$ cat config.mk
export PLATFORM = sky130hd
export DESIGN_NAME = uart_frame_parser
export DESIGN_NICKNAME = d
export VERILOG_FILES = /design/src/rtl/uart_frame_parser_pkg.sv /design/src/rtl/uart_byte_timeout.sv /design/src/rtl/uart_frame_parser.sv
export SDC_FILE = /design/constraint.sdc
export NUM_CORES = 1
export LEC_CHECK = 0
export CAP_MARGIN = 20
export CORE_ASPECT_RATIO = 1.5
export CORE_MARGIN = 5
export CORE_UTILIZATION = 40
export DETAILED_ROUTE_END_ITERATION = 7
export MAX_ROUTING_LAYER = met4
export SLEW_MARGIN = 20
export SYNTH_ARGS = -nofsm -noshare
export SYNTH_HDL_FRONTEND = slang
export SYNTH_HIERARCHICAL = 1
export SYNTH_SLANG_ARGS = --single-unit
$ cat constraint.sdc
create_clock -name clk -period 6.4 [get_ports clk]
set_input_delay 1.28 -clock clk [delete_from_list [all_inputs] [get_ports clk]]
set_output_delay 1.28 -clock clk [all_outputs]
set_load 0.05 [all_outputs]
$ cat src/rtl/uart_frame_parser_pkg.sv
// Shared definitions for the UART command-frame parser and its helpers.
package uart_frame_parser_pkg;

  // Frame assembly states; IDLE waits for the header byte.
  typedef enum logic [2:0] {
    ST_IDLE     = 3'd0,
    ST_GET_ADDR = 3'd1,
    ST_GET_DH   = 3'd2,
    ST_GET_DL   = 3'd3,
    ST_GET_CHK  = 3'd4
  } frame_state_e;

  localparam logic [7:0] HDR_BYTE_DEF = 8'hAA;
  localparam logic [1:0] ERR_NONE     = 2'b00;
  localparam logic [1:0] ERR_CHK      = 2'b01;
  localparam logic [1:0] ERR_TO       = 2'b10;
  localparam int         FRAME_LEN    = 5;

  // One step of the running frame checksum (XOR over ADDR, DATA_H, DATA_L).
  function automatic logic [7:0] chk_step(input logic [7:0] acc, input logic [7:0] b);
    return acc ^ b;
  endfunction

endpackage

$ cat src/rtl/uart_byte_timeout.sv
// Inter-byte timeout counter: restarts on clear, pulses expire for one cycle
// when LIMIT-1 idle cycles have elapsed; a same-cycle clear suppresses expiry.
module uart_byte_timeout #(
  parameter int LIMIT = 500000,
  parameter int W     = 24
) (
  input  logic clk,
  input  logic rst,
  input  logic clear,
  input  logic enable,
  output logic expire
);

  logic [W-1:0] count_r;
  logic         expire_s;

  // Threshold detect; clear (a received byte) takes priority over expiry.
  always_comb begin
    if (enable && !clear && (count_r == W'(LIMIT - 1))) begin
      expire_s = 1'b1;
    end else begin
      expire_s = 1'b0;
    end
  end

  // Counter restarts on clear or expiry and otherwise counts while enabled.
  always_ff @(posedge clk) begin
    if (rst) begin
      count_r <= {W{1'b0}};
    end else if (clear || expire_s) begin
      count_r <= {W{1'b0}};
    end else if (enable) begin
      count_r <= count_r + {{(W-1){1'b0}}, 1'b1};
    end else begin
      count_r <= count_r;
    end
  end

  assign expire = expire_s;

endmodule

$ cat src/rtl/uart_frame_parser.sv
// Assembles 5-byte command frames (HDR ADDR DATA_H DATA_L CHK) from the UART
// receiver byte stream and issues one register write per valid frame.
module uart_frame_parser
  import uart_frame_parser_pkg::*;
#(
  parameter logic [7:0] HDR_BYTE    = HDR_BYTE_DEF,
  parameter int         TIMEOUT_CYC = 500000,
  parameter int         TO_W        = 24
) (
  input  logic        clk,
  input  logic        rst,
  input  logic [7:0]  rx_data,
  input  logic        rx_done,
  output logic        wr_en,
  output logic [7:0]  wr_addr,
  output logic [15:0] wr_data,
  output logic        frame_err,
  output logic [1:0]  err_code,
  output logic        busy
);

  frame_state_e state_r, state_nxt_s;
  logic [7:0]   addr_r, addr_nxt_s;
  logic [7:0]   dh_r, dh_nxt_s;
  logic [7:0]   dl_r, dl_nxt_s;
  logic [7:0]   chk_acc_r, chk_acc_nxt_s;
  logic         wr_en_r, wr_en_nxt_s;
  logic [7:0]   wr_addr_r, wr_addr_nxt_s;
  logic [15:0]  wr_data_r, wr_data_nxt_s;
  logic         frame_err_r, frame_err_nxt_s;
  logic [1:0]   err_code_r, err_code_nxt_s;
  logic         busy_r;
  logic         to_clear_s;
  logic         to_expire_s;

  // The timeout only runs while a frame is open; every byte restarts it.
  always_comb begin
    if (rx_done || (state_r == ST_IDLE)) begin
      to_clear_s = 1'b1;
    end else begin
      to_clear_s = 1'b0;
    end
  end

  uart_byte_timeout #(
    .LIMIT (TIMEOUT_CYC),
    .W     (TO_W)
  ) u_timeout (
    .clk    (clk),
    .rst    (rst),
    .clear  (to_clear_s),
    .enable (1'b1),
    .expire (to_expire_s)
  );

  // Next-state and output decode; a header inside a frame is plain data.
  always_comb begin
    state_nxt_s     = state_r;
    addr_nxt_s      = addr_r;
    dh_nxt_s        = dh_r;
    dl_nxt_s        = dl_r;
    chk_acc_nxt_s   = chk_acc_r;
    wr_en_nxt_s     = 1'b0;
    wr_addr_nxt_s   = wr_addr_r;
    wr_data_nxt_s   = wr_data_r;
    frame_err_nxt_s = 1'b0;
    err_code_nxt_s  = err_code_r;
    if (to_expire_s) begin
      state_nxt_s     = ST_IDLE;
      frame_err_nxt_s = 1'b1;
      err_code_nxt_s  = ERR_TO;
    end else if (rx_done) begin
      case (state_r)
        ST_IDLE: begin
          if (rx_data == HDR_BYTE) begin
            state_nxt_s = ST_GET_ADDR;
          end else begin
            state_nxt_s = ST_IDLE;
          end
        end
        ST_GET_ADDR: begin
          addr_nxt_s    = rx_data;
          chk_acc_nxt_s = rx_data;
          state_nxt_s   = ST_GET_DH;
        end
        ST_GET_DH: begin
          dh_nxt_s      = rx_data;
          chk_acc_nxt_s = chk_step(chk_acc_r, rx_data);
          state_nxt_s   = ST_GET_DL;
        end
        ST_GET_DL: begin
          dl_nxt_s      = rx_data;
          chk_acc_nxt_s = chk_step(chk_acc_r, rx_data);
          state_nxt_s   = ST_GET_CHK;
        end
        ST_GET_CHK: begin
          if (rx_data == chk_acc_r) begin
            wr_en_nxt_s   = 1'b1;
            wr_addr_nxt_s = addr_r;
            wr_data_nxt_s = {dh_r, dl_r};
          end else begin
            frame_err_nxt_s = 1'b1;
            err_code_nxt_s  = ERR_CHK;
          end
          state_nxt_s = ST_IDLE;
        end
        default: begin
          state_nxt_s = ST_IDLE;
        end
      endcase
    end else begin
      state_nxt_s = state_r;
    end
  end

  // State, frame fields and registered outputs; busy tracks the new state.
  always_ff @(posedge clk) begin
    if (rst) begin
      state_r     <= ST_IDLE;
      addr_r      <= 8'h00;
      dh_r        <= 8'h00;
      dl_r        <= 8'h00;
      chk_acc_r   <= 8'h00;
      wr_en_r     <= 1'b0;
      wr_addr_r   <= 8'h00;
      wr_data_r   <= 16'h0000;
      frame_err_r <= 1'b0;
      err_code_r  <= ERR_NONE;
      busy_r      <= 1'b0;
    end else begin
      state_r     <= state_nxt_s;
      addr_r      <= addr_nxt_s;
      dh_r        <= dh_nxt_s;
      dl_r        <= dl_nxt_s;
      chk_acc_r   <= chk_acc_nxt_s;
      wr_en_r     <= wr_en_nxt_s;
      wr_addr_r   <= wr_addr_nxt_s;
      wr_data_r   <= wr_data_nxt_s;
      frame_err_r <= frame_err_nxt_s;
      err_code_r  <= err_code_nxt_s;
      busy_r      <= (state_nxt_s != ST_IDLE);
    end
  end

  assign wr_en     = wr_en_r;
  assign wr_addr   = wr_addr_r;
  assign wr_data   = wr_data_r;
  assign frame_err = frame_err_r;
  assign err_code  = err_code_r;
  assign busy      = busy_r;

endmodule

==> Word-level counts from Yosys, hierarchy flattened <==
Index checks and enable logic that the tools add are counted.
{ "word_totals": {"wordCells": 63, "regBits": 88, "input_bits": 11} }
{ "classes": {"muxes": 16, "n_eq_ne": 8, "addsub": 1, "bitwise": 5, "reduce_logical": 20} }
{ "op_table": {"columns": ["operator", "n"], "rows": [
  ["adder 24 x 1 -> 24 bit (second input constant)", 1],
  ["equality test 24 x 19 -> 1 bit (second input constant)", 1],
  ["AND reduction 3 bit", 6],
  ["case mux 8 bit (2 select lines)", 1],
  ["case mux 3 bit (4 select lines)", 1],
  ["equality test 8 bit", 1],
  ["equality test 8 bit (second input constant)", 1],
  ["two-way mux 1 bit", 8],
  ["two-way mux 2 bit", 4],
  ["bitwise XOR 8 bit", 1],
  ["equality test 3 x 2 -> 1 bit (second input constant)", 2],
  ["two-way mux 3 bit", 2],
  ["nonzero test 2 bit", 3],
  ["OR reduction 2 bit", 3],
  ["NOT 1 bit", 4],
  ["AND reduction 4 bit", 1],
  ["OR reduction 4 bit", 1],
  ["equality test 3 x 1 -> 1 bit (second input constant)", 1],
  ["equality test 3 bit (second input constant)", 1],
  ["logical NOT 3 bit", 1],
  ["nonzero test 3 bit", 1],
  ["logical OR 1 bit", 2],
  ["inequality test 2 x 1 -> 1 bit (second input constant)", 1],
  ["logical AND 1 bit", 1],
  ["logical NOT 1 bit", 1]
]} }

==> Logic depth before layout (Yosys ltp) <==
{ "depth": {"word_depth": 8, "depth_mapped": 12, "depth_no_buf": 9} }

==> Cells and area by module <==
Netlist, hierarchy kept.
{ "by_module_without_submodules": {"columns": ["module", "n_inst", "cells_each", "area_each_um2"], "rows": [
  ["uart_frame_parser", 1, 290, 2735.1],
  ["uart_byte_timeout", 1, 137, 1192.4]
]} }

==> Least setup slack after synthesis <==
Ideal clock, no wire load.
{ "synth_timing": {"kind": "input to register", "start": "input rx_done", "end": "register dh_r[0]", "setup_slack_ns": 3.154, "path_stages": 11, "t_arrival_ns": 3.119, "path_cell_list": "inv_1 o21ai_0 nor3_1 nand3_1 nor4_1 clkbuf_1 nor3b_1 clkbuf_1 nand2_1 mux2i_1 nor2_1"} }
{ "synth_via": {"elab_chain_cells": 7} }
{ "synth_rtl": {"columns": ["item", "line_no", "text"], "rows": [
  ["start, declared", "uart_frame_parser.sv:13", "input logic rx_done,"],
  ["logical OR 1 bit", "uart_frame_parser.sv:38", "if (rx_done || (state_r == ST_IDLE)) begin"],
  ["two-way mux 1 bit", "uart_frame_parser.sv:38", null],
  ["named net to_clear_s", "uart_frame_parser.sv:33", "logic to_clear_s;"],
  ["logical NOT 1 bit", "uart_byte_timeout.sv:19", "if (enable && !clear && (count_r == W'(LIMIT - 1))) begin"],
  ["logical AND 1 bit", "uart_byte_timeout.sv:19", null],
  ["two-way mux 1 bit", "uart_byte_timeout.sv:19", null],
  ["named net to_expire_s", "uart_frame_parser.sv:34", "logic to_expire_s;"],
  ["NOT 1 bit (no line)", null, null],
  ["AND reduction 3 bit (no line)", null, null],
  ["end signal, assigned", "uart_frame_parser.sv:133", "dh_r <= dh_nxt_s;"],
  ["end, declared", "uart_frame_parser.sv:24", "logic [7:0] dh_r, dh_nxt_s;"]
]} }
The timed path passes the listed nets, and every way through them passes these cells.
A chain may end at the register's enable or synchronous reset.

==> Final worst setup path <==
{ "layout_timing": {"start": "input rx_done", "end": "register dl_r[3]"} }
{ "layout_via": {"elab_chain_cells": 7} }
{ "layout_rtl": {"columns": ["item", "line_no", "text"], "rows": [
  ["logical OR 1 bit", "uart_frame_parser.sv:38", null],
  ["two-way mux 1 bit", "uart_frame_parser.sv:38", null],
  ["named net to_clear_s", "uart_frame_parser.sv:33", null],
  ["logical NOT 1 bit", "uart_byte_timeout.sv:19", null],
  ["logical AND 1 bit", "uart_byte_timeout.sv:19", null],
  ["two-way mux 1 bit", "uart_byte_timeout.sv:19", null],
  ["named net to_expire_s", "uart_frame_parser.sv:34", null],
  ["NOT 1 bit (no line)", null, null],
  ["AND reduction 3 bit (no line)", null, null],
  ["end signal, assigned", "uart_frame_parser.sv:134", "dl_r <= dl_nxt_s;"],
  ["end, declared", "uart_frame_parser.sv:25", "logic [7:0] dl_r, dl_nxt_s;"]
]} }
The timed path passes the listed nets, and every way through them passes these cells.

==> results.json <==
{
  "status": "complete, no violations",
  "netlist_instances": 427,
  "postCtsSetupBuffers": 0,
  "cpMostUsedCell": "buf_4",
  "cts_buffers": 9,
  "cell_internal_pwr_w": 0.000857,
  "ys_seq_elements": 88,
  "critPathMaxFanout": 11,
  "route.detailed.drc": 0,
  "synth-edff-count": 0,
  "p_seq_frac": 0.506,
  "die_x_microns": 90.9,
  "synth_top_area_share": 0.449,
  "gr-total-overflow": 0,
  "fmax_mhz": 275,
  "dp_hpwl_microns": 5940,
  "h-tree-depth": 3,
  "grt_pass1_wl_microns": 14400,
  "worst_pin_slew_ps": 709,
  "synth.cell_area_sq_um": 3930,
  "yosys_warnings": 6,
  "yosys-top-cells-area": "dfxtp_1 45%, mux2i_1 10%, nand2b_1 8.0%, xnor2_1 5.6%, nor2_1 4.5%",
  "required_ps": 6610,
  "swShare": 0.208,
  "dieArea_sq_um": 11900,
  "leakage_nw": 1.49,
  "clk_pin_slew_ps": 60,
  "syn_nets": 439,
  "clockRootBuffer": "clkbuf_16",
  "dr_total_vias": 2980,
  "pwr-share-clk": 0.462,
  "dr.pass1.iters": 4,
  "cp_slowest_stage_delay_ps": 510,
  "fin_nets": 471,
  "finalHoldViolations": 0,
  "power_density_nw_per_um2": 232,
  "cts_hold_buffers": 0,
  "cap_violations": 0,
  "grt_max_degree": 55,
  "cp_top_family": "simple AND/OR/NAND/NOR gates",
  "slew_headroom": 0.528,
  "worstSetupStartpointType": "input port",
  "async_flop_share": 0,
  "grt_pass1_vias": 2936,
  "areaGrowthSynthToFinish_pct": 18.8,
  "via_per_inst": 5.15,
  "antenna_found_initial": 0,
  "worstPathArrival_ps": 3850,
  "ir_drop_mv": 0.142,
  "period_needed_ps": 3640,
  "final_cell_area_sq_um": 4660,
  "cp-end-kind": "flip-flop",
  "drive_above_1_share": 0.0668,
  "port_buffers": 39,
  "combPwrFrac": 0.031,
  "fp.dieH_microns": 131,
  "clock_skew_ps": 4.08,
  "crit_type": "input port to flip-flop",
  "place_area_sq_um": 4380,
  "clockBufferDepth": 2,
  "core_area_sq_um": 9630,
  "cts_tree": "yes",
  "post_cts_resized": 0,
  "finalCritPeriodShare": 0.568,
  "num_io_pins": 40,
  "fin_tns_setup_ps": 0,
  "cp_cell_sequence": "clkdlybuf4s50_1 > inv_1 > o21ai_0 > nor3_1 > nand3_1 > nor4_1 > buf_4 > nor3b_1 > buf_4 > and3_1 > mux2i_1 > nor2_1",
  "synth_flop_cell": "dfxtp_1",
  "crit_buf_inv": 4,
  "clock_latency_ps": 330,
  "wire_per_inst_microns": 14.6,
  "syn_avg_cell_area_sq_um": 9.20,
  "drt_iter0_drc": 147,
  "final-max-slew-violation-count": 0,
  "critPathSlowestCell": "clkdlybuf4s50_1",
  "synthTopCellsByCount": "88 x dfxtp_1, 50 x nand2b_1, 47 x nor2_1",
  "cts.sinks": 88,
  "yosysSeqAreaShare": 0.449,
  "diodes": 0,
  "wl_microns": 8450,
  "rsz0062_at_grt": "no",
  "gp_congestion": 0.836,
  "setup_viol": 0,
  "grt.total_usage": 0.152,
  "synth.most_common_cell": "dfxtp_1",
  "min_path_type": "flip-flop to flip-flop",
  "yosysUniqueCellTypes": 45,
  "postRouteAntennaNets": 0,
  "yosys.area.top_type": "dfxtp_1",
  "switchingPower_w": 0.000225,
  "initial_core_util": 0.408,
  "fp-row-count": 44
}
placed cells by master, fill, tap and decap left out, types with 5 or more instances in the layout:
cell and instances:
a21oi_1 16, nand2_1 28, o21ai_0 16, dfxtp_1 88, buf_4 5, clkdlybuf4s50_1 38, nand3_1 17, xor2_1 7
xnor2_1 25, nor4_1 7, nor2_1 47, nand2b_1 50, nand4_1 11, clkbuf_16 9, or3_1 7, mux2i_1 41
nor3_1 5
worst min-delay path: cells and delay by family, from the launching register on:
kind            cells  cell delay [ps]
flops               1              310
compound gates      1               50
simple gates        1               50
cells by family (layout without fill, tap and decap cells):
| family | Yosys count | count (layout) | share of synthesized area |
|---|---|---|---|
| other | 1 | 1 | 0.000955 |
| XOR/XNOR | 32 | 32 | 0.0714 |
| buffers and inverters | 26 | 63 | 0.0325 |
| adder cells (fa/ha/maj) | 1 | 1 | 0.00319 |
| AND/OR/NAND/NOR | 195 | 195 | 0.273 |
| AO/OA/AOI/OAI | 43 | 43 | 0.0660 |
| flip-flops | 88 | 88 | 0.449 |
| multiplexers | 41 | 41 | 0.104 |
sequential cells by signal, indices dropped and copies added, names as in the netlist, 2 cells and up:
register	cells
wr_addr	8
chk_acc_r	8
wr_data	16
dl_r	8
u_timeout/count_r	24
addr_r	8
state_r	3
dh_r	8
err_code	2
through the flow:
stage	cells	total power, W	setup slack [ps]	hold WS [ps]	util
2_1_floorplan	427	0.000580	3150	437	-
3_3_place_gp	563	0.000595	2560	444	0.454
3_5_place_dp	563	0.000595	2450	452	0.454
4_1_cts	579	0.00110	2780	460	0.484
5_1_grt	579	0.00113	2530	475	0.484
6_report	579	0.00108	2770	457	0.484
worst paths after layout:
path | startpoint | to | slack (ps) | cells past startpoint
hold / removal | addr_r[1]$_SDFFE_PP0P_ | addr_r[1]$_SDFFE_PP0P_ | 460 | 2
setup / recovery | rx_done | dl_r[3]$_SDFFE_PP0P_ | 2770 | 12
hold reg to reg | addr_r[1]$_SDFFE_PP0P_ | addr_r[1]$_SDFFE_PP0P_ | 460 | 2
setup reg to reg | state_r[0]$_SDFF_PP0_ | dl_r[3]$_SDFFE_PP0P_ | 3420 | 11
power by group through the flow:
stage / Sequential (W) / Clock [W] / Combinational [W]
2_1_floorplan: 0.000560 / 0 / 0.0000194
3_3_place_gp: 0.000560 / 0 / 0.0000345
3_5_place_dp: 0.000560 / 0 / 0.0000344
4_1_cts: 0.000548 / 0.000519 / 0.0000342
5_1_grt: 0.000548 / 0.000541 / 0.0000371
6_report: 0.000548 / 0.000500 / 0.0000339
layer usage:
layer,vias to the layer above,global-route usage,routed length [microns]
li1,1520,-,-
met1,1407,0.181,3720
met2,42,0.245,4250
met3,11,0.0315,299
met4,0,0.0685,176
met5,-,-,0
layout make-up:
class                           count  area [sq um]
Clock buffer                       14           274
Clock inverter                      2          12.5
Fill cell                         933          4970
Inverter                            3          11.3
Multi-Input combinational cell    313          2040
Sequential cell                    88          1760
Tap cell                          115           144
Timing Repair Buffer               44           423
Power figures use the tool's default switching activity.
